### src/rtl/opcode_processor_pipe.sv
// opcode_processor_pipe
//
// Two-stage pipelined opcode processor. It takes a stream of opcode/data
// commands and runs each one against an internal accumulator. For every
// command it returns the result, a set of status flags and a running count
// of executed commands.
//
// Stages:
//   S1 - input register that holds the accepted command.
//   S2 - execute/output register that holds the result, the flags and
//        out_valid.
//
// Parameters:
//   DATA_W - width of data, accumulator and result (>= 4)
//   SAT_EN - 1: ADD/SUB/INC/DEC clamp on overflow/underflow; 0: wrap
//   CNT_W  - width of op_count
//
// Ports:
//   clk, rst_n         clock, asynchronous active-low reset
//   in_valid/in_ready  command handshake
//   opcode, data       command fields
//   out_valid/out_ready result handshake
//   result             accumulator after the op (CMP: acc - data)
//   flag_z/c/v/err     zero, carry/borrow/shift-out, saturation, illegal op
//   op_count           commands executed since reset; holds at all-ones
//
// Handshake: a transfer happens on any rising edge where valid && ready.
// A source may not retract valid or change its payload until the transfer.
// Ready never depends on the same side's valid.
module opcode_processor_pipe #(
  parameter int DATA_W = 8,
  parameter int SAT_EN = 0,
  parameter int CNT_W  = 16
) (
  input  logic              clk,
  input  logic              rst_n,
  input  logic              in_valid,
  output logic              in_ready,
  input  logic [3:0]        opcode,
  input  logic [DATA_W-1:0] data,
  output logic              out_valid,
  input  logic              out_ready,
  output logic [DATA_W-1:0] result,
  output logic              flag_z,
  output logic              flag_c,
  output logic              flag_v,
  output logic              flag_err,
  output logic [CNT_W-1:0]  op_count
);

  localparam int SH_W = $clog2(DATA_W);

  localparam logic [3:0] OP_NOP  = 4'd0;
  localparam logic [3:0] OP_LOAD = 4'd1;
  localparam logic [3:0] OP_ADD  = 4'd2;
  localparam logic [3:0] OP_SUB  = 4'd3;
  localparam logic [3:0] OP_AND  = 4'd4;
  localparam logic [3:0] OP_OR   = 4'd5;
  localparam logic [3:0] OP_XOR  = 4'd6;
  localparam logic [3:0] OP_NOT  = 4'd7;
  localparam logic [3:0] OP_SHL  = 4'd8;
  localparam logic [3:0] OP_SHR  = 4'd9;
  localparam logic [3:0] OP_INC  = 4'd10;
  localparam logic [3:0] OP_DEC  = 4'd11;
  localparam logic [3:0] OP_CLR  = 4'd12;
  localparam logic [3:0] OP_CMP  = 4'd13;

  localparam logic [DATA_W-1:0] ONE     = {{(DATA_W-1){1'b0}}, 1'b1};
  localparam logic [CNT_W-1:0]  CNT_ONE = {{(CNT_W-1){1'b0}}, 1'b1};

  // rdy_q keeps in_ready low while reset is asserted. It rises on the
  // first clock edge after reset is released.
  logic              rdy_q;
  logic              s1_valid;
  logic [3:0]        s1_op;
  logic [DATA_W-1:0] s1_data;
  logic [DATA_W-1:0] acc;
  logic              advance;

  assign advance  = s1_valid && (!out_valid || out_ready);
  assign in_ready = rdy_q && (!s1_valid || advance);

  // Execute logic for the command sitting in S1
  logic [SH_W-1:0]   amt;
  logic [DATA_W-1:0] operand;
  logic [DATA_W:0]   sum;
  logic [DATA_W:0]   dif;
  logic [DATA_W:0]   shl_w;
  logic [DATA_W:0]   shr_w;
  logic [DATA_W-1:0] nxt_acc;
  logic [DATA_W-1:0] nxt_res;
  logic              nxt_c;
  logic              nxt_v;
  logic              nxt_err;

  always_comb begin
    amt     = s1_data[SH_W-1:0];
    operand = (s1_op == OP_INC || s1_op == OP_DEC) ? ONE : s1_data;
    // The extra MSB of sum/dif is the carry or borrow out.
    sum     = {1'b0, acc} + {1'b0, operand};
    dif     = {1'b0, acc} - {1'b0, operand};
    // A one-bit guard catches the last bit shifted out: it sits above the
    // MSB for SHL and below the LSB for SHR. It stays 0 when amt is 0.
    shl_w   = {1'b0, acc} << amt;
    shr_w   = {acc, 1'b0} >> amt;
    nxt_acc = acc;
    nxt_c   = 1'b0;
    nxt_v   = 1'b0;
    nxt_err = 1'b0;
    case (s1_op)
      OP_NOP:  nxt_acc = acc;
      OP_LOAD: nxt_acc = s1_data;
      OP_ADD, OP_INC: begin
        nxt_c = sum[DATA_W];
        if (SAT_EN != 0 && sum[DATA_W]) begin
          nxt_acc = '1;
          nxt_v   = 1'b1;
        end else begin
          nxt_acc = sum[DATA_W-1:0];
        end
      end
      OP_SUB, OP_DEC: begin
        nxt_c = dif[DATA_W];
        if (SAT_EN != 0 && dif[DATA_W]) begin
          nxt_acc = '0;
          nxt_v   = 1'b1;
        end else begin
          nxt_acc = dif[DATA_W-1:0];
        end
      end
      OP_AND:  nxt_acc = acc & s1_data;
      OP_OR:   nxt_acc = acc | s1_data;
      OP_XOR:  nxt_acc = acc ^ s1_data;
      OP_NOT:  nxt_acc = ~acc;
      OP_SHL: begin
        nxt_acc = shl_w[DATA_W-1:0];
        nxt_c   = shl_w[DATA_W];
      end
      OP_SHR: begin
        nxt_acc = shr_w[DATA_W:1];
        nxt_c   = shr_w[0];
      end
      OP_CLR:  nxt_acc = '0;
      OP_CMP:  nxt_c = dif[DATA_W];
      default: nxt_err = 1'b1;
    endcase
    // CMP reports the difference but leaves acc alone. It never saturates.
    nxt_res = (s1_op == OP_CMP) ? dif[DATA_W-1:0] : nxt_acc;
  end

  always_ff @(posedge clk or negedge rst_n) begin
    if (!rst_n) begin
      rdy_q     <= 1'b0;
      s1_valid  <= 1'b0;
      s1_op     <= '0;
      s1_data   <= '0;
      acc       <= '0;
      out_valid <= 1'b0;
      result    <= '0;
      flag_z    <= 1'b0;
      flag_c    <= 1'b0;
      flag_v    <= 1'b0;
      flag_err  <= 1'b0;
      op_count  <= '0;
    end else begin
      rdy_q <= 1'b1;

      if (in_valid && in_ready) begin
        s1_valid <= 1'b1;
        s1_op    <= opcode;
        s1_data  <= data;
      end else if (advance) begin
        s1_valid <= 1'b0;
      end

      if (advance) begin
        acc       <= nxt_acc;
        result    <= nxt_res;
        flag_z    <= (nxt_res == '0);
        flag_c    <= nxt_c;
        flag_v    <= nxt_v;
        flag_err  <= nxt_err;
        out_valid <= 1'b1;
        if (op_count != '1) op_count <= op_count + CNT_ONE;
      end else if (out_ready) begin
        out_valid <= 1'b0;
      end
    end
  end

endmodule

### config.mk
export PLATFORM = sky130hd
export DESIGN_NAME = opcode_processor_pipe
export DESIGN_NICKNAME = d
export VERILOG_FILES = /design/src/rtl/opcode_processor_pipe.sv
export SDC_FILE = /design/constraint.sdc
export NUM_CORES = 1
export LEC_CHECK = 0
export CAP_MARGIN = 20
export CORE_MARGIN = 4
export CORE_UTILIZATION = 58
export CTS_CLUSTER_DIAMETER = 150
export DETAILED_ROUTE_END_ITERATION = 8
export PLACE_DENSITY = 0.88
export SETUP_SLACK_MARGIN = 0.15
export SYNTH_ARGS = -nofsm -noshare
export SYNTH_HDL_FRONTEND = slang
export SYNTH_SLANG_ARGS = --single-unit
### constraint.sdc
create_clock -name clk -period 3.7 [get_ports clk]
set_clock_uncertainty 0.2 [all_clocks]
set_input_delay 1.11 -clock clk [delete_from_list [all_inputs] [get_ports clk]]
set_output_delay 1.11 -clock clk [all_outputs]
set_load 0.02 [all_outputs]
==> results of run 1 <==
cell type report:
cell class / count / share of cell area (%)
Multi-Input combinational cell: 402 / 57.5
Sequential cell: 50 / 24.6
Timing Repair Buffer: 63 / 11.3
Inverter: 35 / 2.58
Tap cell: 99 / 2.43
Clock buffer: 5 / 1.35
Clock inverter: 2 / 0.270
cells by family after synthesis:
kind of cell	count (synthesis)
AND/OR/NAND/NOR	165
AO/OA/AOI/OAI	130
buffers and inverters	63
flip-flops	50
multiplexers	44
adder cells (fa/ha/maj)	38
XOR/XNOR	23
other	2
stage by stage:
step / setup TNS [ns] / cell area (um^2) / total power [uW]
final: 0 / 5090 / 3750
after global placement: -0.0416 / 4980 / 3210
after global routing: 0 / 5090 / 3990
after floorplan: 0 / 4410 / 2530
after detailed placement: -0.0689 / 4980 / 3300
after CTS: 0 / 5070 / 3640
power groups by stage:
stage | sequential (uW) | combinational, uW | clock [uW]
2_1_floorplan | 949 | 1580 | 0
3_3_place_gp | 951 | 2260 | 0
3_5_place_dp | 963 | 2340 | 0
6_report | 968 | 2450 | 328
4_1_cts | 953 | 2360 | 329
5_1_grt | 982 | 2650 | 355
flip-flops by register name (all words and copies together) (netlist names):
| name | count |
|---|---|
| acc | 8 |
| flag_c | 1 |
| flag_err | 1 |
| flag_z | 1 |
| op_count | 16 |
| out_valid | 1 |
| rdy_q | 1 |
| result | 8 |
| s1_data | 8 |
| s1_op | 4 |
| s1_valid | 1 |
timing repair:
item	CTS	global route
endpoints found under the setup margin	1	3
gates cloned	0	0
buffers inserted	0	0
resized for setup	1	6
metal layers:
layer | up-vias | share of wire, %
met5 | - | 0
met4 | 0 | 4.3
met3 | 57 | 11
met2 | 319 | 44
met1 | 2062 | 40
li1 | 1925 | -
final timing paths:
check | endpoint | start
max | in_ready | out_ready
min | op_count[12] | op_count[12]
max reg2reg | result[7] | s1_op[2]
min reg2reg | op_count[12] | op_count[12]
max in group asynchronous | result[7] | rst_n
min in group asynchronous | op_count[3] | rst_n
cell usage after synthesis (all sizes together), types with 3 or more instances:
library cell	instances
a2111oi	3
a211oi	5
a21oi	24
a221oi	4
a22oi	7
a31oi	4
and2	6
and3	3
buf	17
clkbuf	11
dfrtp	50
ha	36
inv	34
mux2	24
mux2i	17
mux4	3
nand2	46
nand2b	13
nand3	10
nand4	4
nor2	48
nor2b	7
nor3	11
nor4	3
o211ai	8
o21a	4
o21ai	31
o221ai	4
o22a	4
o22ai	7
o31ai	3
or3	3
or4	3
xnor2	18
xor2	5
==> impl_metrics.yaml, run 1 <==
yosys:
  synth_compound_area_share_pct: 20.2
  synth.area.mux_share_pct: 11.7
  ys_ff_latch: 50
  synth_nets: 569
  ys.flop_type: "dfrtp_1"
  syn_inst: 515
  async_reset_ff_share_pct: 100
  yosysTopAreaCell: "dfrtp_1"
  ys_warn_count: 0
  avgSynthCellArea_um2: 8.57
  yosys.area.top_type_share_pct: 28.4
  synth_xor_area_share_pct: 4.57
  synth_area_um2: 4410
  synth_area_leaders: "dfrtp_1, ha_1, mux2_2, nor2_1, nand2_1"
  yosysSeqAreaShare_pct: 28.4
  synth-edff-count: 0
  synth_top_family_by_area: "compound AO/OA/AOI/OAI gates"
  yosys.area_share.adder_pct: 11.1
  synthSimpleGateAreaFrac_pct: 18.0
  synth.distinct_cells: 73
sta:
  slew_headroom_pct: 50.4
  hold_violations: 0
  holdWs_ns: 0.298
  tightest_slew_ns: 0.725
  rsz0062_at_grt: "no"
  fmax_mhz: 287
  setup_viol: 0
  slew_violations: 0
  period_minus_slack_ns: 3.48
  setup_ws_ns: 0.215
  period_share_pct: 94.2
detailed_routing:
  num_vias: 4363
  drt_iter0_drc: 590
  drt-total-wl_mm: 13.1
  drt-vias-per-instance: 6.65
  remaining_drc_errors: 0
  ant_nets: 0
  wl_per_cell_um: 19.9
  drtPass1Iterations: 5
worst_setup_path:
  critPathMaxFanout: 2
  reg2reg_slack_ns: 0.34
  critPathKind: "primary input to output port"
  critPathLaunchType: "primary input"
  max_stage_delay_ns: 0.42
  worstSetupEndpointType: "output port"
  r2r_cells: 13
  cp_num_buf_inv: 2
  cp_slowest_cell: "clkdlybuf4s50_1"
  crit_arrival_ns: 2.17
  required_ns: 2.39
  crit_cells: 4
  cp_cell_sequence: "clkdlybuf4s50_1 > nand3b_1 > and2_1 > clkdlybuf4s15_1"
  path_delay_family: "buffers and inverters"
power:
  p_seq_share_pct: 25.8
  leakagePower_uw: 0.00222
  p_sw_share_pct: 50.3
  p_sw_uw: 1880
  p_comb_share_pct: 65.4
  power.internal_uw: 1860
  clock_power_share_pct: 8.7
  ir_drop_mv: 0.438
  powerDensity_nw_per_um2: 736
cells_and_area:
  multi_input_area_um2: 2930
  drive_gt1_share_pct: 11.7
  fin_nets: 611
  final_util_pct: 69.5
  antenna_cells: 0
  layout_common_cells: "dfrtp_1, nor2_1, nand2_1"
  fin_cells: 656
  fill_cells: 557
  area_growth_pct: 15.5
  layout_commonest_cell: "dfrtp_1"
  seqCellArea_um2: 1250
placed_design:
  hpwlAfterDp_mm: 9.78
  dp_cells: 649
  dp_slack_ns: -0.0689
  portBuffers: 44
  routabilityCongestion: 0.998
die:
  die_h_um: 95.2
  num_io_pins: 46
  die-area_um2: 9070
  core_area_um2: 7330
  rows: 31
  start_util_pct: 60.2
  die_w_um: 95.2
clocking:
  cts_buffers: 5
  clk_pin_slew_ns: 0.09
  cts_buffer_depth: 2
  htree_levels: 2
  tritoncts: "built"
  ctsRootBufferMaster: "clkbuf_8"
  hold_buffers: 0
  clock-sinks: 50
  clock_latency_ns: 0.32
global_route:
  grt_max_degree: 27
  groute.usage.overall_pct: 29.9
  grtUsageMet2_pct: 45.9
  antenna_found_initial: 0
  grt-ovfl-total: 0
  met3_usage_pct: 6.47
  grt_pass1_wl_mm: 20.9
  busiest_layer: "met2"
  grt_pass1_vias: 4242
  grt_use_met1_pct: 40.2
min_path:
  holdPathStages: 1
  holdCritPathClass: "flip-flop to flip-flop"
job:
  max_cap_violations: 0
status:
  outcome: "finished clean"
Power figures use the tool's default switching activity.
==> run 2, diff against run 1 <==
--- a/config.mk
+++ b/config.mk
@@ -7,10 +7,10 @@
 export LEC_CHECK = 0
 export CAP_MARGIN = 20
 export CORE_MARGIN = 4
-export CORE_UTILIZATION = 58
+export CORE_UTILIZATION = 53
 export CTS_CLUSTER_DIAMETER = 150
 export DETAILED_ROUTE_END_ITERATION = 8
-export PLACE_DENSITY = 0.88
+export PLACE_DENSITY = 0.85
 export SETUP_SLACK_MARGIN = 0.15
 export SYNTH_ARGS = -nofsm -noshare
 export SYNTH_HDL_FRONTEND = slang
==> constraint.sdc (replaced) <==
create_clock -name clk -period 3 [get_ports clk]
set_clock_uncertainty 0.2 [all_clocks]
set_input_delay 0.9 -clock clk [delete_from_list [all_inputs] [get_ports clk]]
set_output_delay 0.9 -clock clk [all_outputs]
set_load 0.02 [all_outputs]
==> impl_metrics.yaml, run 2 (synthesis results as in run 1) <==
cells_and_area:
  layout_common_cells: "buf_4, dfrtp_1, nor2_1"
  area_growth_pct: 31.0
  antenna_cells: 0
  final_util_pct: 70.7
  layout_commonest_cell: "buf_4"
  drive_gt1_share_pct: 25.8
  largest_reg_flops: 16
  top_register: "op_count"
  fin_nets: 669
worst_setup_path:
  rr_endpoint: "flag_z"
  critPathMostFrequentCell: "a22oi_1"
  max_stage_delay_ns: 0.40
  worstSetupEndpointType: "flip-flop"
  required_ns: 3.03
  critPathMaxFanout: 8
  r2r-start: "s1_op[2]"
  cp_cell_sequence: "inv_2 > nand3_4 > nand2_1 > ha_1 > nor2b_1 > a22oi_1 > o22ai_1 > nor4_2 > o211ai_1 > a22oi_1 > nand3_1 > o31ai_2"
  crit_arrival_ns: 3.07
  r2r_cells: 12
  critPathKind: "flip-flop to flip-flop"
  reg2reg_slack_ns: -0.04
  cp_slowest_cell: "dfrtp_1"
  critPathLaunchType: "flip-flop"
power:
  powerDensity_nw_per_um2: 980
  leakagePower_uw: 0.00257
  ir_drop_mv: 0.597
sta:
  fmax_mhz: 329
  tightest_slew_ns: 1.18
  setup_viol: 2
  hold_violations: 0
  slew_violations: 0
  rsz0062_at_grt: "yes"
  setup_ws_ns: -0.0392
  fin_tns_setup_ns: -0.0783
  period_minus_slack_ns: 3.04
  holdWs_ns: 0.293
  period_share_pct: 101
  slew_headroom_pct: 19.4
global_route:
  grt_max_degree: 25
  grt-ovfl-total: 0
  antenna_found_initial: 0
  grt_pass1_wl_mm: 23.6
  groute.usage.overall_pct: 29.8
  grt_pass1_vias: 4579
die:
  die_w_um: 99.2
  die-area_um2: 9850
  start_util_pct: 54.0
  num_io_pins: 46
  rows: 33
  core_area_um2: 8180
  die_h_um: 99.2
clocking:
  clock-sinks: 50
  cts_buffer_depth: 2
  clock_latency_ns: 0.31
  htree_levels: 2
  tritoncts: "built"
  clk_pin_slew_ns: 0.10
  ctsRootBufferMaster: "clkbuf_8"
  hold_buffers: 0
  cts_buffers: 5
placed_design:
  routabilityCongestion: 1.06
  portBuffers: 44
  hpwlAfterDp_mm: 11.1
min_path:
  worstHoldStart: "op_count[12]"
  holdCritPathClass: "flip-flop to flip-flop"
  holdPathStages: 1
  min_to: "op_count[12]"
status:
  outcome: "finished, violations left"
  violations: "setup timing"
detailed_routing:
  wl_per_cell_um: 20.5
  num_vias: 4460
  drt-total-wl_mm: 14.8
  drt_iter0_drc: 519
  drt-vias-per-instance: 6.19
  ant_nets: 0
  drtPass1Iterations: 6
  remaining_drc_errors: 0
job:
  max_cap_violations: 0
==> run 2: worst max path at each step <==
stage | start | endpoint | slack [ns] | cells past startpoint
after detailed placement | out_ready | in_ready | -0.36 | 4
after global routing | s1_op[2] | flag_z | -0.20 | 14
after global placement | out_ready | in_ready | -0.33 | 4
after floorplan | s1_op[2] | flag_z | 0.07 | 15
after CTS | s1_op[2] | result[7] | -0.04 | 12
final | s1_op[2] | flag_z | -0.04 | 12
==> run 2: layout make-up <==
class | instances | area, um^2
clock buffer | 6 | 82.6
clock inverter | 2 | 38.8
fill | 597 | 2390
inverter | 35 | 131
multi-input combinational | 402 | 3100
sequential | 50 | 1250
tap | 105 | 131
timing repair buffer | 121 | 1040
==> run 2: metrics by stage <==
stage	instance area, um^2	cells	power, uW	worst slack [ns]
after global placement	5460	708	4600	-0.329
after global routing	5780	721	5990	-0.202
after floorplan	4490	515	3190	0.0661
after detailed placement	5460	708	4710	-0.364
final	5780	721	5660	-0.0392
after CTS	5640	719	5340	-0.0398
==> run 2: critical path, delay by kind of cell (launching register included) <==
kind                       cells  cell delay (ns)
DFF                            1             0.40
buffers and inverters          1             0.08
AOI/OAI and AO/OA              5             1.06
adders and majority gates      1             0.27
and+or+nand+nor                5             0.97
==> run 2: timing repair <==
action / 4_1_cts / 5_1_grt
gates resized for setup: 14 / 30
setup buffers: 3 / 2
setup endpoints to repair: 12 / 20
pin swaps: 7 / 15
==> run 2: routing by layer <==
layer  track usage, %  wire, um  vias to the layer above
met2             47.8      6890                      238
met5                0         0                        -
met1             40.6      5960                     2133
li1                 -         -                     2037
met4             10.6       560                        0
met3             5.19      1360                       52
==> run 2: power breakdown <==
part,switching [uW],total (uW),internal (uW)
clock network,245,519,275
logic,2130,4010,1880
registers,278,1130,855
==> run 3, diff against run 2 <==
--- a/config.mk
+++ b/config.mk
@@ -10,7 +10,7 @@
 export CORE_UTILIZATION = 53
 export CTS_CLUSTER_DIAMETER = 150
 export DETAILED_ROUTE_END_ITERATION = 8
-export PLACE_DENSITY = 0.85
+export PLACE_DENSITY = 0.78
 export SETUP_SLACK_MARGIN = 0.15
 export SYNTH_ARGS = -nofsm -noshare
 export SYNTH_HDL_FRONTEND = slang
==> impl_metrics.yaml, run 3 (synthesis results as in run 1) <==
global_route:
  groute.usage.overall_pct: 29.4
  grtUsageMet2_pct: 46.5
  antenna_found_initial: 0
  met3_usage_pct: 4.42
  grt_use_met1_pct: 40.1
  busiest_layer: "met2"
  grt_pass1_vias: 4510
  grt_max_degree: 26
  grt_pass1_wl_mm: 23.2
  grt-ovfl-total: 0
min_path:
  holdCritPathClass: "flip-flop to flip-flop"
  worstHoldStart: "op_count[6]"
cells_and_area:
  layout_commonest_cell: "buf_4"
  fin_nets: 673
  drive_gt1_share_pct: 30.0
  final_area_um2: 5940
  top_register: "op_count"
  area_growth_pct: 34.6
  largest_reg_flops: 16
  antenna_cells: 0
  layout_common_cells: "buf_4, dfrtp_1, nor2_1"
worst_setup_path:
  critPathKind: "flip-flop to flip-flop"
  cp-startpoint: "s1_op[2]"
  worstSetupEndpointType: "flip-flop"
  r2r-start: "s1_op[2]"
  crit_arrival_ns: 3.20
  required_ns: 3.04
  critPathLaunchType: "flip-flop"
  critPathMaxFanout: 6
placed_design:
  routabilityCongestion: 0.996
  placed_area_um2: 5410
  hpwlAfterDp_mm: 10.5
  portBuffers: 44
die:
  die-area_um2: 9850
  die_w_um: 99.2
  num_io_pins: 46
  start_util_pct: 54.0
  rows: 33
  core_area_um2: 8180
  die_h_um: 99.2
detailed_routing:
  drt-vias-per-instance: 6.24
  wl_per_cell_um: 20.6
  ant_nets: 0
  drt-total-wl_mm: 14.9
  drtPass1Iterations: 6
  remaining_drc_errors: 0
  num_vias: 4525
  drt_iter0_drc: 552
sta:
  slew_headroom_pct: 47.0
  tightest_slew_ns: 0.776
  setup_viol: 5
  period_minus_slack_ns: 3.16
  holdWs_ns: 0.301
  hold_violations: 0
  rsz0062_at_grt: "yes"
  slew_violations: 0
  fmax_mhz: 316
  setup_ws_ns: -0.160
  period_share_pct: 105
clocking:
  ctsRootBufferMaster: "clkbuf_8"
  clk_pin_slew_ns: 0.12
  clock_latency_ns: 0.32
  cts_buffer_depth: 2
  clock-sinks: 50
  cts_buffers: 5
  tritoncts: "built"
  htree_levels: 2
power:
  ir_drop_mv: 0.556
  leakagePower_uw: 0.00259
  finalPower_uw: 5810
  powerDensity_nw_per_um2: 979
job:
  max_cap_violations: 0
status:
  violations: "setup timing"
  outcome: "finished, violations left"
==> run 3: where the power goes <==
group / total [uW] / internal, uW / switching, uW
sequential: 1170 / 855 / 315
clock: 440 / 174 / 266
combinational: 4200 / 2010 / 2200
==> run 3: repair_timing <==
item,CTS,global route
pin swaps,19,26
setup endpoints to repair,13,13
buffers inserted,8,6
hold buffers,0,0
gates resized for setup,28,51
==> run 3: cell type report <==
| cell class | count | area (um^2) |
|---|---|---|
| tap | 105 | 131 |
| multi-input combinational | 402 | 3250 |
| inverter | 35 | 131 |
| clock buffer | 5 | 68.8 |
| sequential | 50 | 1250 |
| timing repair buffer | 125 | 1070 |
| clock inverter | 3 | 28.8 |
| fill | 615 | 2240 |
==> run 3: worst paths after layout <==
kind	depth (start not counted)	endpoint	slack [ns]
min in group asynchronous	1	s1_data[0]	0.38
max in group asynchronous	2	result[3]	1.58
hold reg to reg	1	op_count[6]	0.30
hold / removal	1	op_count[6]	0.30
setup reg to reg	15	flag_z	-0.16
setup / recovery	15	flag_z	-0.16
==> run 3: critical path: stages, from the launching register on <==
cell and delay (ns):
dfrtp_1 0.40, inv_2 0.09, nand3_4 0.15, nand2_4 0.12, buf_6 0.11, ha_4 0.14
fa_2 0.23, nand2b_1 0.11, a221oi_2 0.23, buf_4 0.16, mux2i_2 0.23, o22a_1 0.15
o211ai_1 0.15, a22oi_2 0.26, nand3_2 0.11, o31ai_2 0.24
==> run 3: metal layers <==
layer,routed length [um],share of wire (%),up-vias
li1,-,-,2046
met1,5900,40,2170
met2,7130,48,261
met3,1310,8.8,48
met4,578,3.9,0
met5,0,0,-
==> run 3: stage by stage <==
stage	setup WS [ns]	TNS, ns	util [%]	instances
CTS	-0.108	-0.326	69.2	719
finish	-0.160	-0.354	72.7	725
floorplan	0.0661	0	-	515
global route	-0.256	-1.13	72.7	725
global placement	-0.324	-0.690	66.2	703
detailed placement	-0.345	-1.55	66.2	703
